File: src/rtl/uart_sched_pkg.sv
// Shared types for the UART TX scheduler: FSM state encoding and length-width helper.
package uart_sched_pkg;

   typedef enum logic [2:0] {
      StIdle,
      StArb,
      StIssue,
      StWaitHi,
      StWaitLo
   } sched_state_e;

   // Width able to hold a byte count from 0 up to and including bytes_max.
   function automatic int unsigned len_width(input int unsigned bytes_max);
      return $clog2(bytes_max + 1);
   endfunction

endpackage

File: src/rtl/rr_arbiter.sv
// Combinational round-robin arbiter: first requester strictly after `last`, wrapping cyclically.
module rr_arbiter #(
   parameter int unsigned NUM_REQ = 2,
   localparam int unsigned IDX_W = $clog2(NUM_REQ)
) (
   input  logic [NUM_REQ-1:0] req,
   input  logic [IDX_W-1:0]   last,
   output logic [NUM_REQ-1:0] gnt,
   output logic [IDX_W-1:0]   gnt_idx,
   output logic               gnt_any
);

   int unsigned cand;

   always_comb begin
      gnt     = '0;
      gnt_idx = '0;
      gnt_any = 1'b0;
      cand    = 0;
      // i == NUM_REQ wraps back to `last` itself, so a lone requester can win again.
      for (int unsigned i = 1; i <= NUM_REQ; i++) begin
         cand = (32'(last) + i) % NUM_REQ;
         if (!gnt_any && req[IDX_W'(cand)]) begin
            gnt_any               = 1'b1;
            gnt[IDX_W'(cand)]     = 1'b1;
            gnt_idx               = IDX_W'(cand);
         end
      end
   end

endmodule

File: src/rtl/uart_tx_scheduler.sv
// Shares one UART transmitter among NUM_REQ sources; round-robin accept, then streams the
// latched payload LSB byte first through the Data_valid/Busy handshake.
module uart_tx_scheduler
   import uart_sched_pkg::*;
#(
   parameter int unsigned NUM_REQ   = 2,
   parameter int unsigned BYTES_MAX = 2,
   parameter int unsigned BUSY_TMO  = 16,
   localparam int unsigned LEN_W    = len_width(BYTES_MAX)
) (
   input  logic                           CLK,
   input  logic                           Reset,
   input  logic [NUM_REQ-1:0]             Req_valid,
   input  logic [NUM_REQ*BYTES_MAX*8-1:0] Req_data,
   input  logic [NUM_REQ*LEN_W-1:0]       Req_len,
   output logic [NUM_REQ-1:0]             Req_ready,
   input  logic                           Tx_busy,
   output logic [7:0]                     Tx_data,
   output logic                           Tx_data_valid,
   output logic [NUM_REQ-1:0]             Grant,
   output logic                           Sched_busy
);

   localparam int unsigned IDX_W = $clog2(NUM_REQ);
   localparam int unsigned PAY_W = BYTES_MAX * 8;
   localparam int unsigned TMO_W = $clog2(BUSY_TMO + 1);

   sched_state_e         state_q;
   logic [IDX_W-1:0]     rr_q;
   logic [PAY_W-1:0]     payload_q;
   logic [LEN_W-1:0]     len_q;
   logic [LEN_W-1:0]     idx_q;
   logic [TMO_W-1:0]     tmo_q;
   logic [7:0]           tx_data_q;
   logic                 tx_valid_q;
   logic [NUM_REQ-1:0]   grant_q;
   logic                 busy_q;

   logic [NUM_REQ-1:0]   arb_gnt;
   logic [IDX_W-1:0]     arb_idx;
   logic                 arb_any;
   logic [PAY_W-1:0]     arb_payload;
   logic [LEN_W-1:0]     arb_len;
   logic [LEN_W-1:0]     arb_len_clamped;
   logic [7:0]           cur_byte;

   rr_arbiter #(
      .NUM_REQ (NUM_REQ)
   ) u_rr_arbiter (
      .req     (Req_valid),
      .last    (rr_q),
      .gnt     (arb_gnt),
      .gnt_idx (arb_idx),
      .gnt_any (arb_any)
   );

   always_comb begin
      arb_payload = '0;
      arb_len     = '0;
      for (int unsigned i = 0; i < NUM_REQ; i++) begin
         if (arb_idx == IDX_W'(i)) begin
            arb_payload = Req_data[i*PAY_W +: PAY_W];
            arb_len     = Req_len[i*LEN_W +: LEN_W];
         end
      end
      arb_len_clamped = (arb_len > LEN_W'(BYTES_MAX)) ? LEN_W'(BYTES_MAX) : arb_len;
   end

   always_comb begin
      cur_byte = '0;
      for (int unsigned b = 0; b < BYTES_MAX; b++) begin
         if (idx_q == LEN_W'(b)) begin
            cur_byte = payload_q[b*8 +: 8];
         end
      end
   end

   always_ff @(posedge CLK) begin
      if (Reset) begin
         state_q    <= StIdle;
         rr_q       <= IDX_W'(NUM_REQ - 1);
         payload_q  <= '0;
         len_q      <= '0;
         idx_q      <= '0;
         tmo_q      <= '0;
         tx_data_q  <= '0;
         tx_valid_q <= 1'b0;
         grant_q    <= '0;
         busy_q     <= 1'b0;
      end else begin
         tx_valid_q <= 1'b0;
         case (state_q)
            StIdle: begin
               if (|Req_valid) state_q <= StArb;
            end
            StArb: begin
               if (arb_any) begin
                  rr_q      <= arb_idx;
                  payload_q <= arb_payload;
                  len_q     <= arb_len_clamped;
                  idx_q     <= '0;
                  // A zero-length message is accepted and retired without touching the UART.
                  if (arb_len_clamped == '0) begin
                     state_q <= StIdle;
                  end else begin
                     grant_q <= arb_gnt;
                     busy_q  <= 1'b1;
                     state_q <= StIssue;
                  end
               end else begin
                  state_q <= StIdle;
               end
            end
            StIssue: begin
               if (!Tx_busy) begin
                  tx_valid_q <= 1'b1;
                  tx_data_q  <= cur_byte;
                  tmo_q      <= '0;
                  state_q    <= StWaitHi;
               end
            end
            StWaitHi: begin
               if (Tx_busy) begin
                  state_q <= StWaitLo;
               end else if (tmo_q == TMO_W'(BUSY_TMO - 1)) begin
                  state_q <= StIssue;
               end else begin
                  tmo_q <= tmo_q + TMO_W'(1);
               end
            end
            StWaitLo: begin
               if (!Tx_busy) begin
                  if (idx_q + LEN_W'(1) == len_q) begin
                     grant_q <= '0;
                     busy_q  <= 1'b0;
                     state_q <= StIdle;
                  end else begin
                     idx_q   <= idx_q + LEN_W'(1);
                     state_q <= StIssue;
                  end
               end
            end
            default: state_q <= StIdle;
         endcase
      end
   end

   assign Req_ready     = (state_q == StArb) ? arb_gnt : '0;
   assign Tx_data       = tx_data_q;
   assign Tx_data_valid = tx_valid_q;
   assign Grant         = grant_q;
   assign Sched_busy    = busy_q;

endmodule
File: config.mk
export PLATFORM = sky130hd
export DESIGN_NAME = uart_tx_scheduler
export DESIGN_NICKNAME = d
export VERILOG_FILES = /design/src/rtl/uart_sched_pkg.sv /design/src/rtl/rr_arbiter.sv /design/src/rtl/uart_tx_scheduler.sv
export SDC_FILE = /design/constraint.sdc
export NUM_CORES = 1
export LEC_CHECK = 0
export BUFFER_PORTS_ARGS = -buffer_cell sky130_fd_sc_hd__clkbuf_2
export CORE_ASPECT_RATIO = 0.7
export CORE_MARGIN = 2
export CORE_UTILIZATION = 40
export DETAILED_ROUTE_END_ITERATION = 16
export GPL_ROUTABILITY_DRIVEN = 0
export PLACE_DENSITY = 0.66
export SETUP_SLACK_MARGIN = 0.4
export SYNTH_ARGS = -nofsm -noshare
export SYNTH_HDL_FRONTEND = slang
export SYNTH_HIERARCHICAL = 1
export SYNTH_SLANG_ARGS = --single-unit
File: constraint.sdc
create_clock -name CLK -period 1.65 [get_ports CLK]
set_input_delay 0.0825 -clock CLK [delete_from_list [all_inputs] [get_ports CLK]]
set_output_delay 0.0825 -clock CLK [all_outputs]
set_load 0.02 [all_outputs]
Yosys cells after proc, flatten, opt, wreduce, memory -nomap -nowiden
Cells that the tools add are included.
Cells by class
  bitwise logic cells: 3
  $lt $le $gt $ge: 5
  add/subtract/negate cells: 4
  reduce and logical (&&, ||, !) cells: 17
  multiplexer cells: 48
  equal/unequal tests: 17
Operator list (count)
  two-way mux 2 bit: 14
  two-way mux 3 bit: 6
  != test 2 bit, second input constant: 9
  two-way mux 16 bit: 1
  two-way mux 8 bit: 2
  two-way mux 1 bit: 15
  two-way mux 5 bit: 3
  one-hot mux 3 bit (5 select lines): 1
  AND reduction 4 bit: 3
  one-hot mux 5 bit (2 select lines): 1
  one-hot mux 2 bit (2 select lines): 2
  == test 3 x 2 -> 1 bit, second input constant: 2
  adder 5 x 1 -> 5 bit, second input constant: 1
  == test 5 x 4 -> 1 bit, second input constant: 1
  AND reduction 5 bit: 1
  zero test 2 bit: 2
  < comparator 1 x 2 -> 1 bit, second input constant: 2
  AND reduction 2 bit: 2
  nonzero test 2 bit: 2
  OR reduction 2 bit: 2
  == test 3 x 1 -> 1 bit, second input constant: 1
  == test 3 bit, second input constant: 1
  logical AND 1 bit: 3
  zero test 3 bit: 1
  12 further kinds: 16
Word-level totals
  bits of input ports: 41
  word-level logic and storage cells: 104
  bits in registers: 41
  output and inout port bits: 14

Depth between registers and ports, before layout
Gate-level depths: netlist (run 1).
  word-level depth: 14
  mapped depth: 7
  gate-level depth less buffers: 7

Cells and area by module
The synthesis (run 1) kept the hierarchy.
Modules (own cells, without submodules)
  uart_tx_scheduler: area an instance 2028.2 sq um, sequential area each 820.8 sq um, cells each 236, instances 1
  rr_arbiter: area an instance 32.5 sq um, sequential area each 0.0 sq um, cells each 5, instances 1

Worst setup path after synthesis (run 1)
No wires, ideal clock.
  path type: register -> register
  start: register tmo_q[0]
  end: register tmo_q[1]
  buffers on the path: 0
  clock period less this slack: 1.569 ns
  setup time: 0.070 ns
  slack: 0.081 ns
  cell stages (with the launch flop): 8
  data required time: 1.580 ns
  data arrival time: 1.499 ns
  cells stage by stage: dfxtp_1 > ha_1 > and3_1 > ha_1 > nand2_1 > nand2_2 > or3_1 > a21oi_1
On the way
  word-level cells in the longest chain between the ends: 4
  elaborated cells between the ends (all ways): 7
  those cells by class: add/sub (1); eq/ne (2); mux (3); reduce/logical (1)
Ends and longest elaborated chain
  start: declaration: RTL line uart_tx_scheduler.sv:33  | logic [TMO_W-1:0] tmo_q;
  start signal: assignment: RTL line uart_tx_scheduler.sv:128  | tmo_q <= tmo_q + TMO_W'(1);
  adder 5 x 1 -> 5 bit: RTL line uart_tx_scheduler.sv:128
  two-way mux 5 bit: RTL line uart_tx_scheduler.sv:125  | end else if (tmo_q == TMO_W'(BUSY_TMO - 1)) begin
  two-way mux 5 bit: RTL line uart_tx_scheduler.sv:123  | if (Tx_busy) begin
  one-hot mux 5 bit (2 select lines): RTL line uart_tx_scheduler.sv:92  | case (state_q)
Parallel ways exist; a longest one is shown, timed or not. The select of a mux whose other input is x is not followed.
A chain may end at the register's enable or synchronous reset.

Worst setup path in the final report (run 1)
  start: register tmo_q[1]
  end: register tmo_q[4]
The elaborated chain is that of the path after synthesis.

==> results of run 1 <==
power by group through the flow:
stage | Sequential, W | Clock [W] | Combinational, W
floorplan | 0.00115 | 0 | 0.000354
global placement | 0.00115 | 0 | 0.000502
detailed placement | 0.00115 | 0 | 0.000506
CTS | 0.00115 | 0.000778 | 0.000819
global route | 0.00117 | 0.000831 | 0.000968
finish | 0.00116 | 0.000771 | 0.000906
worst reg2reg max path: cells and delay by family (launching register included):
family                   cells  cell delay (ps)
AO/OA/AOI/OAI                1              110
adder cells (fa/ha/maj)      2              320
AND/OR/NAND/NOR              4              700
flip-flops                   1              340
final cells by class:
type                    instances  share of cell area
multi-input cells             175               0.446
flip-flops and latches         41               0.255
repair buffers                 89               0.233
clock buffers                   8              0.0339
well taps                      69              0.0263
inverters                       5             0.00571
sequential cells by signal, indices dropped and copies added, names as in the netlist, 2 cells and up:
signal	count
payload_q	16
Tx_data	8
tmo_q	5
state_q	3
Grant	2
idx_q	2
len_q	2
Yosys cell counts, drive strengths merged:
cell / n / area share
dfxtp: 41 / 0.40
nor2: 37 / 0.067
a211oi: 26 / 0.095
nand2: 20 / 0.038
a21oi: 17 / 0.041
mux2i: 17 / 0.083
buf: 11 / 0.032
clkbuf: 9 / 0.016
nand3: 8 / 0.019
nor3: 6 / 0.017
inv: 5 / 0.0091
ha: 4 / 0.024
nand2b: 4 / 0.016
a21boi: 3 / 0.011
nor3b: 3 / 0.019
or3: 3 / 0.0091
xor2: 3 / 0.013
and2: 2 / 0.0061
and3: 2 / 0.0061
nand3b: 2 / 0.0073
nand4b: 2 / 0.0085
a21bo: 1 / 0.0049
a221o: 1 / 0.0049
a22oi: 1 / 0.0036
a31oi: 1 / 0.0030
and4bb: 1 / 0.0061
nand4bb: 1 / 0.0055
nor2b: 1 / 0.0030
nor4: 1 / 0.0030
o21ai: 1 / 0.0024
o221ai: 1 / 0.0043
o311a: 1 / 0.0049
o311ai: 1 / 0.0043
o31ai: 1 / 0.0036
or2: 1 / 0.0030
or3b: 1 / 0.0043
xnor2: 1 / 0.0043
per-stage QoR:
step	power [W]	worst slack (ps)
final	0.00284	119
after global routing	0.00297	48.7
after CTS	0.00275	112
after detailed placement	0.00166	76.0
after global placement	0.00165	142
after floorplan	0.00151	181
timing repair:
item | 4_1_cts | 5_1_grt
resized for setup | 67 | 18
pin swaps | 29 | 6
endpoints found under the setup margin | 41 | 41
cloned | 5 | 1
buffers inserted | 19 | 4
cell usage in the layout (no fill, tap or decap), types with 4 or more instances in the layout:
master,count
nor2_4,7
a211oi_1,10
nand3_1,6
mux2i_1,17
clkbuf_2,52
a211oi_2,16
buf_16,5
buf_4,17
buf_12,6
nand2_1,17
nor2_2,6
buf_6,4
nor3_1,5
clkbuf_8,7
nor2_1,24
a21oi_1,15
dfxtp_2,5
dfxtp_1,33
cells by family after synthesis:
kind of cell / count (synthesis) / synth area share
simple gates: 95 / 0.238
compound gates: 55 / 0.183
flops: 41 / 0.398
buf+inv: 25 / 0.0571
mux: 17 / 0.0826
xor+xnor: 4 / 0.0170
fa+ha+maj: 4 / 0.0243
per-layer routing:
layer / routed length [um] / part of all wire / vias to the layer above
li1: - / - / 1012
met1: 2850 / 0.47 / 955
met2: 2760 / 0.46 / 80
met3: 345 / 0.057 / 10
met4: 97 / 0.016 / 0
met5: 0 / 0 / -
worst paths after layout:
path / endpoint / slack (ps) / cells past startpoint / startpoint
setup reg to reg: tmo_q[4] / 120 / 7 / tmo_q[1]
setup / recovery: tmo_q[4] / 120 / 7 / tmo_q[1]
hold / removal: payload_q[1] / 120 / 3 / Req_data[1]
hold reg to reg: Sched_busy / 470 / 2 / Sched_busy
==> impl_results.md, run 1 <==
- Critical Path Sink Type: register
- Reg power frac: 0.409
- Grt peak-use layer: met2
- Average cell area after synthesis: 8.55 um2
- Crit path max-delay family: simple AND/OR/NAND/NOR gates
- Starting Density: 0.424
- Slowest stage cell on the critical path: or3_4
- M1 GR Usage: 0.296
- Worst path cell trace: ha_4 -> and3_4 -> ha_4 -> nand2_4 -> nand2_4 -> or3_4 -> a21oi_2
- Die ar.: 0.00575 mm2
- Max_slew headroom: 0.754
- Clock root cell: clkbuf_8
- Share of cells above drive strength 1: 0.519
- Initial antenna violation count: 0
- Critical Path Fanout Max: 5
- Final Hold Viols: 0
- I/O pin cnt: 55
- ANT nets after route: 0
- Core region area: 0.00486 mm2
- Post-route clock period utilization: 0.928
- Net Sw Power: 0.000851 W
- Clock skew: 5.21 ps
- Storage cell area: between 800 and 900 um2
- Final min period: 1530 ps
- Proportion of synthesized chip area in sequential cells: 0.398
- Overflow after GRT: 0
- Layout fillers: between 300 and 400
- CP arrival: 1760 ps
- H-tree depth: 2
- DR pass1 iterations: 4
- Synth warnings: 6
- Post-DP HPWL: roughly 3.3 mm
- Crit path kind: reg2reg
- Combinational Power Share: 0.319
- NumNets Final: 362
- Vias in the first global route: 1,869
- Critical path buffers and inverters: 0
- Clock latency at the later pin of the worst-skew pair: 290 ps
- Cell Count, Final, Fillers Out: ~390
- MaxCap Viol Count: 0
- Dpl cells: 350
- Via count: 2,057
- Worst VDD drop: 0.575 mV
- Hold WC Path Type: in2reg
- Cell Pwr Density: 863 mW/mm2
- Internal: around 0.002 W
- # hold bufs at CTS: 0
- FF+latch count, synth: 41
- Clock share of power: 0.272
- Reg clk slew, reported paths: roughly 80 ps
- Met3 GRT Util: 0.0460
- Max-slew violation count: 0
- Area of placed instances: 0.00247 mm2
- Via density: 5.32
- Largest net degree at the start of global routing: 27
- Worst hold slack: 122 ps
- Count of cell types in the netlist: 46
- Layout area overhead: 59.4%
- Leak pwr: between 1 and 1.5 nW
- Status: finished, final reports clean
- Synthesized cell area: 0.00206 mm2
- Syn Inst Count: 241
- Drt total wl: 6.04 mm
- GRT Util Overall: 0.204
- CP peak stage delay: ~400 ps
- DRC errors left: 0
- CTS tree: yes
- Max Clock Freq: 0.653 GHz
- Total negative setup slack: 0 ps
- Cell Rows: 21
- Switching share of power: 0.300
- RSZ-0062 raised after global routing: true
- Syn nets: roughly 290
- First-pass GRT wire length: about 9.4 mm
- Area of the multi-input gates: 0.00147 mm2
- Ant. Diodes: 0
- Die extent in x: around 90 um
- DR iter-0 viols: 122
- Port bufs: 54
- Final core utilization: 0.676
- Max clock buf depth: 2
- # setup viols final: 0
- WP data required: 1880 ps
- Fin area: approximately 0.0033 mm2
- Met2 Use GR: 0.310
- Routed len/inst: 15.6 um
- Worst-margin pin slew: 359 ps
- Crit start category: register
- Clock sinks: 41
- Die H: 64.1 um
- Num CTS Buffers: 5
Note: power is estimated with default switching activity, not from simulation.
==> run 2: changes to the inputs <==
Settings changed: SETUP_SLACK_MARGIN 0.4 to default.
==> impl_results.md, run 2 (synthesis results as in run 1) <==
- Status: finished, final reports clean
- Hold WC Path Type: in2reg
- Clock sinks: 41
- Clock skew: 7.15 ps
- # hold bufs at CTS: 0
- CP startpoint: tmo_q[0]
- Initial antenna violation count: 0
- Dpl cells: about 360
- Critical Path Fanout Max: 6
- Max reg flops: 16
- Max_slew headroom: 0.620
- WP data required: 1870 ps
- DR pass1 iterations: 4
- DRC errors left: 0
- Die H: approximately 64 um
- Combinational Power Share: 0.201
- Vias in the first global route: 1,582
- CP peak stage delay: 400 ps
- Core region area: between 0.004 and 0.005 mm2
- Clock root cell: clkbuf_8
- FF-to-FF End: tmo_q[0]
- Clock latency at the later pin of the worst-skew pair: 280 ps
- Die ar.: 0.00575 mm2
- I/O pin cnt: 55
- Die extent in x: ~90 um
- Cell Rows: 21
- Crit start category: register
- Share of cells above drive strength 1: 0.313
- CP arrival: around 1800 ps
- R2R depth: 7
- Total negative setup slack: 0 ps
- GRT Util Overall: 0.161
- Worst VDD drop: 0.395 mV
- Via density: 4.91
- Commonest non-fill, non-tap cell in the layout: clkbuf_2
- Post-route clock period utilization: 0.968
- Net Sw Power: 0.000659 W
- CP endpoint: tmo_q[0]
- Leak pwr: 1.05 nW
- Routed len/inst: 12.4 um
- Largest net degree at the start of global routing: 21
- Post-DP HPWL: around 3.4 mm
- Port bufs: 54
- Num CTS Buffers: 5
- # setup viols final: 0
- Commonest non-fill, non-tap cells in the layout: clkbuf_2 (54), dfxtp_1 (38), nor2_1 (37)
- Top cell by count, worst path: nand2_4
- Layout area overhead: 26.0%
- Starting Density: 0.424
- Switching share of power: 0.270
- Reg clk slew, reported paths: 80 ps
- Crit path kind: reg2reg
- CTS tree: yes
- ANT nets after route: 0
- Slowest stage cell on the critical path: or3_4
- Via count: approximately 1,800
- Clock share of power: 0.336
- Hold wc startpoint: Req_data[15]
- Cell Count, Final, Fillers Out: 366
- Final min period: 1600 ps
- DR iter-0 viols: 65
- Critical Path Sink Type: register
- NumNets Final: 341
- Biggest register: payload_q
- H-tree depth: 2
- Worst-margin pin slew: 563 ps
- Worst reg-to-reg setup slack: 50 ps
- Max-slew violation count: 0
- Reg power frac: 0.462
- MaxCap Viol Count: 0
- Max clock buf depth: 2
- First-pass GRT wire length: 7.55 mm
- Internal: 0.00178 W
- Max Clock Freq: ~0.63 GHz
- Worst path cell trace: ha_2 -> and3_4 -> ha_4 -> nand2_4 -> nand2_4 -> or3_4 -> a21oi_2
- Ant. Diodes: 0
- Overflow after GRT: 0
- Drt total wl: 4.55 mm
- RR Startpoint: tmo_q[0]
- Cell Pwr Density: 941 mW/mm2
- Worst hold slack: 118 ps
- Final Hold Viols: 0
run 2: changes by cell type in the layout (fill, tap and decap cells not counted), sizes merged:
cell / before / now
buf: 35 / 14
bufinv: 0 / 1
clkbuf: 62 / 61
run 2: worst max-delay path: cells and delay by family (launching register included):
family | cells | cell delay (ps)
flip-flops | 1 | 330
AND/OR/NAND/NOR | 4 | 730
AO/OA/AOI/OAI | 1 | 120
adder cells (fa/ha/maj) | 2 | 350
run 2: how the worst min path moves through the flow:
stage / slack, ps / endpoint / depth (start not counted)
2_1_floorplan: 280 / Grant[0] / 3
3_3_place_gp: 410 / payload_q[15] / 3
3_5_place_dp: 420 / payload_q[15] / 3
4_1_cts: 120 / payload_q[14] / 3
5_1_grt: 130 / payload_q[14] / 3
6_report: 120 / payload_q[15] / 3
run 2: through the flow:
| step | worst slack (ps) | total power [W] | util | area [um2] |
|---|---|---|---|---|
| after floorplan | 80.6 | 0.00149 | - | 2060 |
| after CTS | 2.63 | 0.00246 | 0.524 | 2540 |
| after global placement | 43.9 | 0.00163 | 0.496 | 2410 |
| after global routing | -8.21 | 0.00259 | 0.534 | 2600 |
| final | 53.1 | 0.00244 | 0.534 | 2600 |
| after detailed placement | -8.62 | 0.00164 | 0.496 | 2410 |
run 2: what timing repair did:
item / CTS / global route
pin swaps: 2 / 5
gates cloned: 0 / 0
resized for setup: 1 / 12
hold endpoints to repair: 0 / 0
endpoints found under the setup margin: 3 / 9
setup buffers: 2 / 0
run 2: layer usage:
| metal | GRT usage | wire length [um] | share of wire | vias up |
|---|---|---|---|---|
| met5 | 0 | 0 | 0 | - |
| met4 | 0.0365 | 22 | 0.0048 | 0 |
| met3 | 0.0413 | 203 | 0.045 | 2 |
| met2 | 0.229 | 1820 | 0.40 | 38 |
| met1 | 0.244 | 2510 | 0.55 | 789 |
| li1 | - | - | - | 969 |
run 2: layout make-up:
cell class,count,area (um2)
inverters,5,18.8
well taps,69,86.3
repair buffers,68,375
flip-flops and latches,41,825
clock buffers,7,86.3
clock inverters,1,30.0
fillers,480,2260
multi-input cells,175,1170
run 2: power by group through the flow:
stage	registers, W	logic [W]	clock network, W
after floorplan	0.00115	0.000334	0
after detailed placement	0.00115	0.000485	0
after CTS	0.00113	0.000490	0.000837
after global placement	0.00115	0.000481	0
final	0.00113	0.000491	0.000822
after global routing	0.00114	0.000557	0.000888
==> run 3: changes to the inputs <==
Settings changed: HOLD_SLACK_MARGIN from default to 0.15, PLACE_DENSITY 0.66 to default.
Clock period 1.65 ns to 1.9 ns, I/O delays scaled along.
==> impl_results.md, run 3 (synthesis results as in run 1) <==
- RSZ-0062 raised after global routing: false
- Biggest register: payload_q
- I/O pin cnt: 55
- Top cell by count, worst path: ha_1
- Die ar.: about 0.0058 mm2
- Post-route clock period utilization: 0.895
- Final Hold Viols: 0
- Max Clock Freq: 0.588 GHz
- Max reg flops: 16
- Total negative setup slack: 0 ps
- Core region area: 0.00486 mm2
- Via density: 4.89
- Net Sw Power: about 0.00061 W
- Layout area overhead: 31.9%
- DR iter-0 viols: just over 90
- Crit path kind: reg2reg
- MaxCap Viol Count: 0
- CTS tree: yes
- Vias in the first global route: 1,721
- Share of cells above drive strength 1: 0.246
- Internal: 0.00157 W
- First-pass GRT wire length: 8.29 mm
- Via count: 1,868
- Max-slew violation count: 0
- Clock latency at the later pin of the worst-skew pair: ~300 ps
- Commonest non-fill, non-tap cells in the layout: clkbuf_2 (54), dfxtp_1 (41), nor2_1 (37)
- Commonest non-fill, non-tap cell in the layout: clkbuf_2
- Clock skew: 9.97 ps
- Clock share of power: 0.341
- Switching share of power: 0.278
- Status: finished, final reports clean
- Largest net degree at the start of global routing: 35
- Worst-margin pin slew: 691 ps
- Critical Path Fanout Max: 6
- ANT nets after route: 0
- Cell Pwr Density: 801 mW/mm2
- H-tree depth: 2
- Clock root cell: clkbuf_8
- CP arrival: 1920 ps
- Combinational Power Share: 0.208
- Worst path cell trace: ha_1 -> and3_1 -> ha_1 -> nand2_1 -> nand2_2 -> or3_1 -> a21oi_1
- Cell Rows: 21
- Post-DP HPWL: 3.33 mm
- Clock sinks: 41
- Die H: 64.1 um
- Overflow after GRT: 0
- Crit start category: register
- Max_slew headroom: 0.539
- Final min period: 1700 ps
- Port bufs: 54
- Reg clk slew, reported paths: ~90 ps
- Starting Density: 0.424
- Critical Path Sink Type: register
- Initial antenna violation count: 0
- Routed len/inst: ~13 um
- Ant. Diodes: 0
- # setup viols final: 0
- Worst hold slack: around 150 ps
- CP peak stage delay: 360 ps
- GRT Util Overall: 0.183
- DR pass1 iterations: 5
- Max clock buf depth: 2
- Die extent in x: 89.8 um
- Reg power frac: 0.451
- Worst VDD drop: 0.309 mV
- WP data required: 2120 ps
- Hold WC Path Type: in2reg
- DRC errors left: 0
- Slowest stage cell on the critical path: or3_1
- Leak pwr: 1.10 nW
- Num CTS Buffers: 5
- NumNets Final: between 300 and 400
- Drt total wl: 4.99 mm
run 3: cell types whose count changed in the layout (fill, tap and decap cells not counted), moves of 2 or more:
cell	previous run	this run
dfxtp_2	3	0
nand2_4	2	0
ha_1	2	4
dlygate4sd3_1	0	22
buf_4	14	8
dfxtp_1	38	41
run 3: layout make-up:
type                    count  area [um2]
clock buffers               7        86.3
fillers                   456        2140
repair buffers             84         551
well taps                  69        86.3
multi-input cells         175        1130
flip-flops and latches     41         821
inverters                   5        18.8
clock inverters             1        30.0
run 3: routing by layer:
| metal | up-vias | routed length, um | global-route usage |
|---|---|---|---|
| met5 | - | 0 | 0 |
| met2 | 44 | 2010 | 0.262 |
| met1 | 818 | 2650 | 0.263 |
| li1 | 999 | - | - |
| met3 | 7 | 253 | 0.0495 |
| met4 | 0 | 74 | 0.0654 |
run 3: power by group through the flow:
stage               clock (W)  sequential (W)  combinational (W)
CTS                  0.000759        0.000983           0.000453
global placement            0         0.00100           0.000416
finish               0.000742        0.000983           0.000453
global route         0.000805        0.000993           0.000508
floorplan                   0         0.00100           0.000290
detailed placement          0         0.00100           0.000417
run 3: per-stage QoR:
| step | cells | total power (W) | setup slack [ps] | instance area (um2) | utilization |
|---|---|---|---|---|---|
| global placement | 352 | 0.00142 | 257 | 2380 | 0.490 |
| floorplan | 241 | 0.00129 | 331 | 2060 | - |
| CTS | 382 | 0.00220 | 181 | 2720 | 0.559 |
| detailed placement | 352 | 0.00142 | 198 | 2380 | 0.490 |
| global route | 382 | 0.00230 | 73.8 | 2720 | 0.559 |
| finish | 382 | 0.00218 | 199 | 2720 | 0.559 |
run 3: final timing paths:
path | startpoint | to | slack (ps) | depth (start not counted)
setup / recovery | tmo_q[0] | tmo_q[1] | 200 | 7
hold / removal | Req_data[20] | payload_q[4] | 150 | 3
setup reg to reg | tmo_q[0] | tmo_q[1] | 200 | 7
hold reg to reg | tmo_q[4] | tmo_q[4] | 460 | 2
run 3: what timing repair did:
action                    in CTS  in global routing
hold endpoints to repair      12                  0
buffers inserted               0                  0
gates resized for setup        0                  0
hold buffers                  22                  0
run 3: worst max-delay path: cells and delay by family, from the launching register on:
family                   cells  cell delay, ps
adder cells (fa/ha/maj)      2             400
flip-flops                   1             340
AND/OR/NAND/NOR              4             760
AO/OA/AOI/OAI                1             130
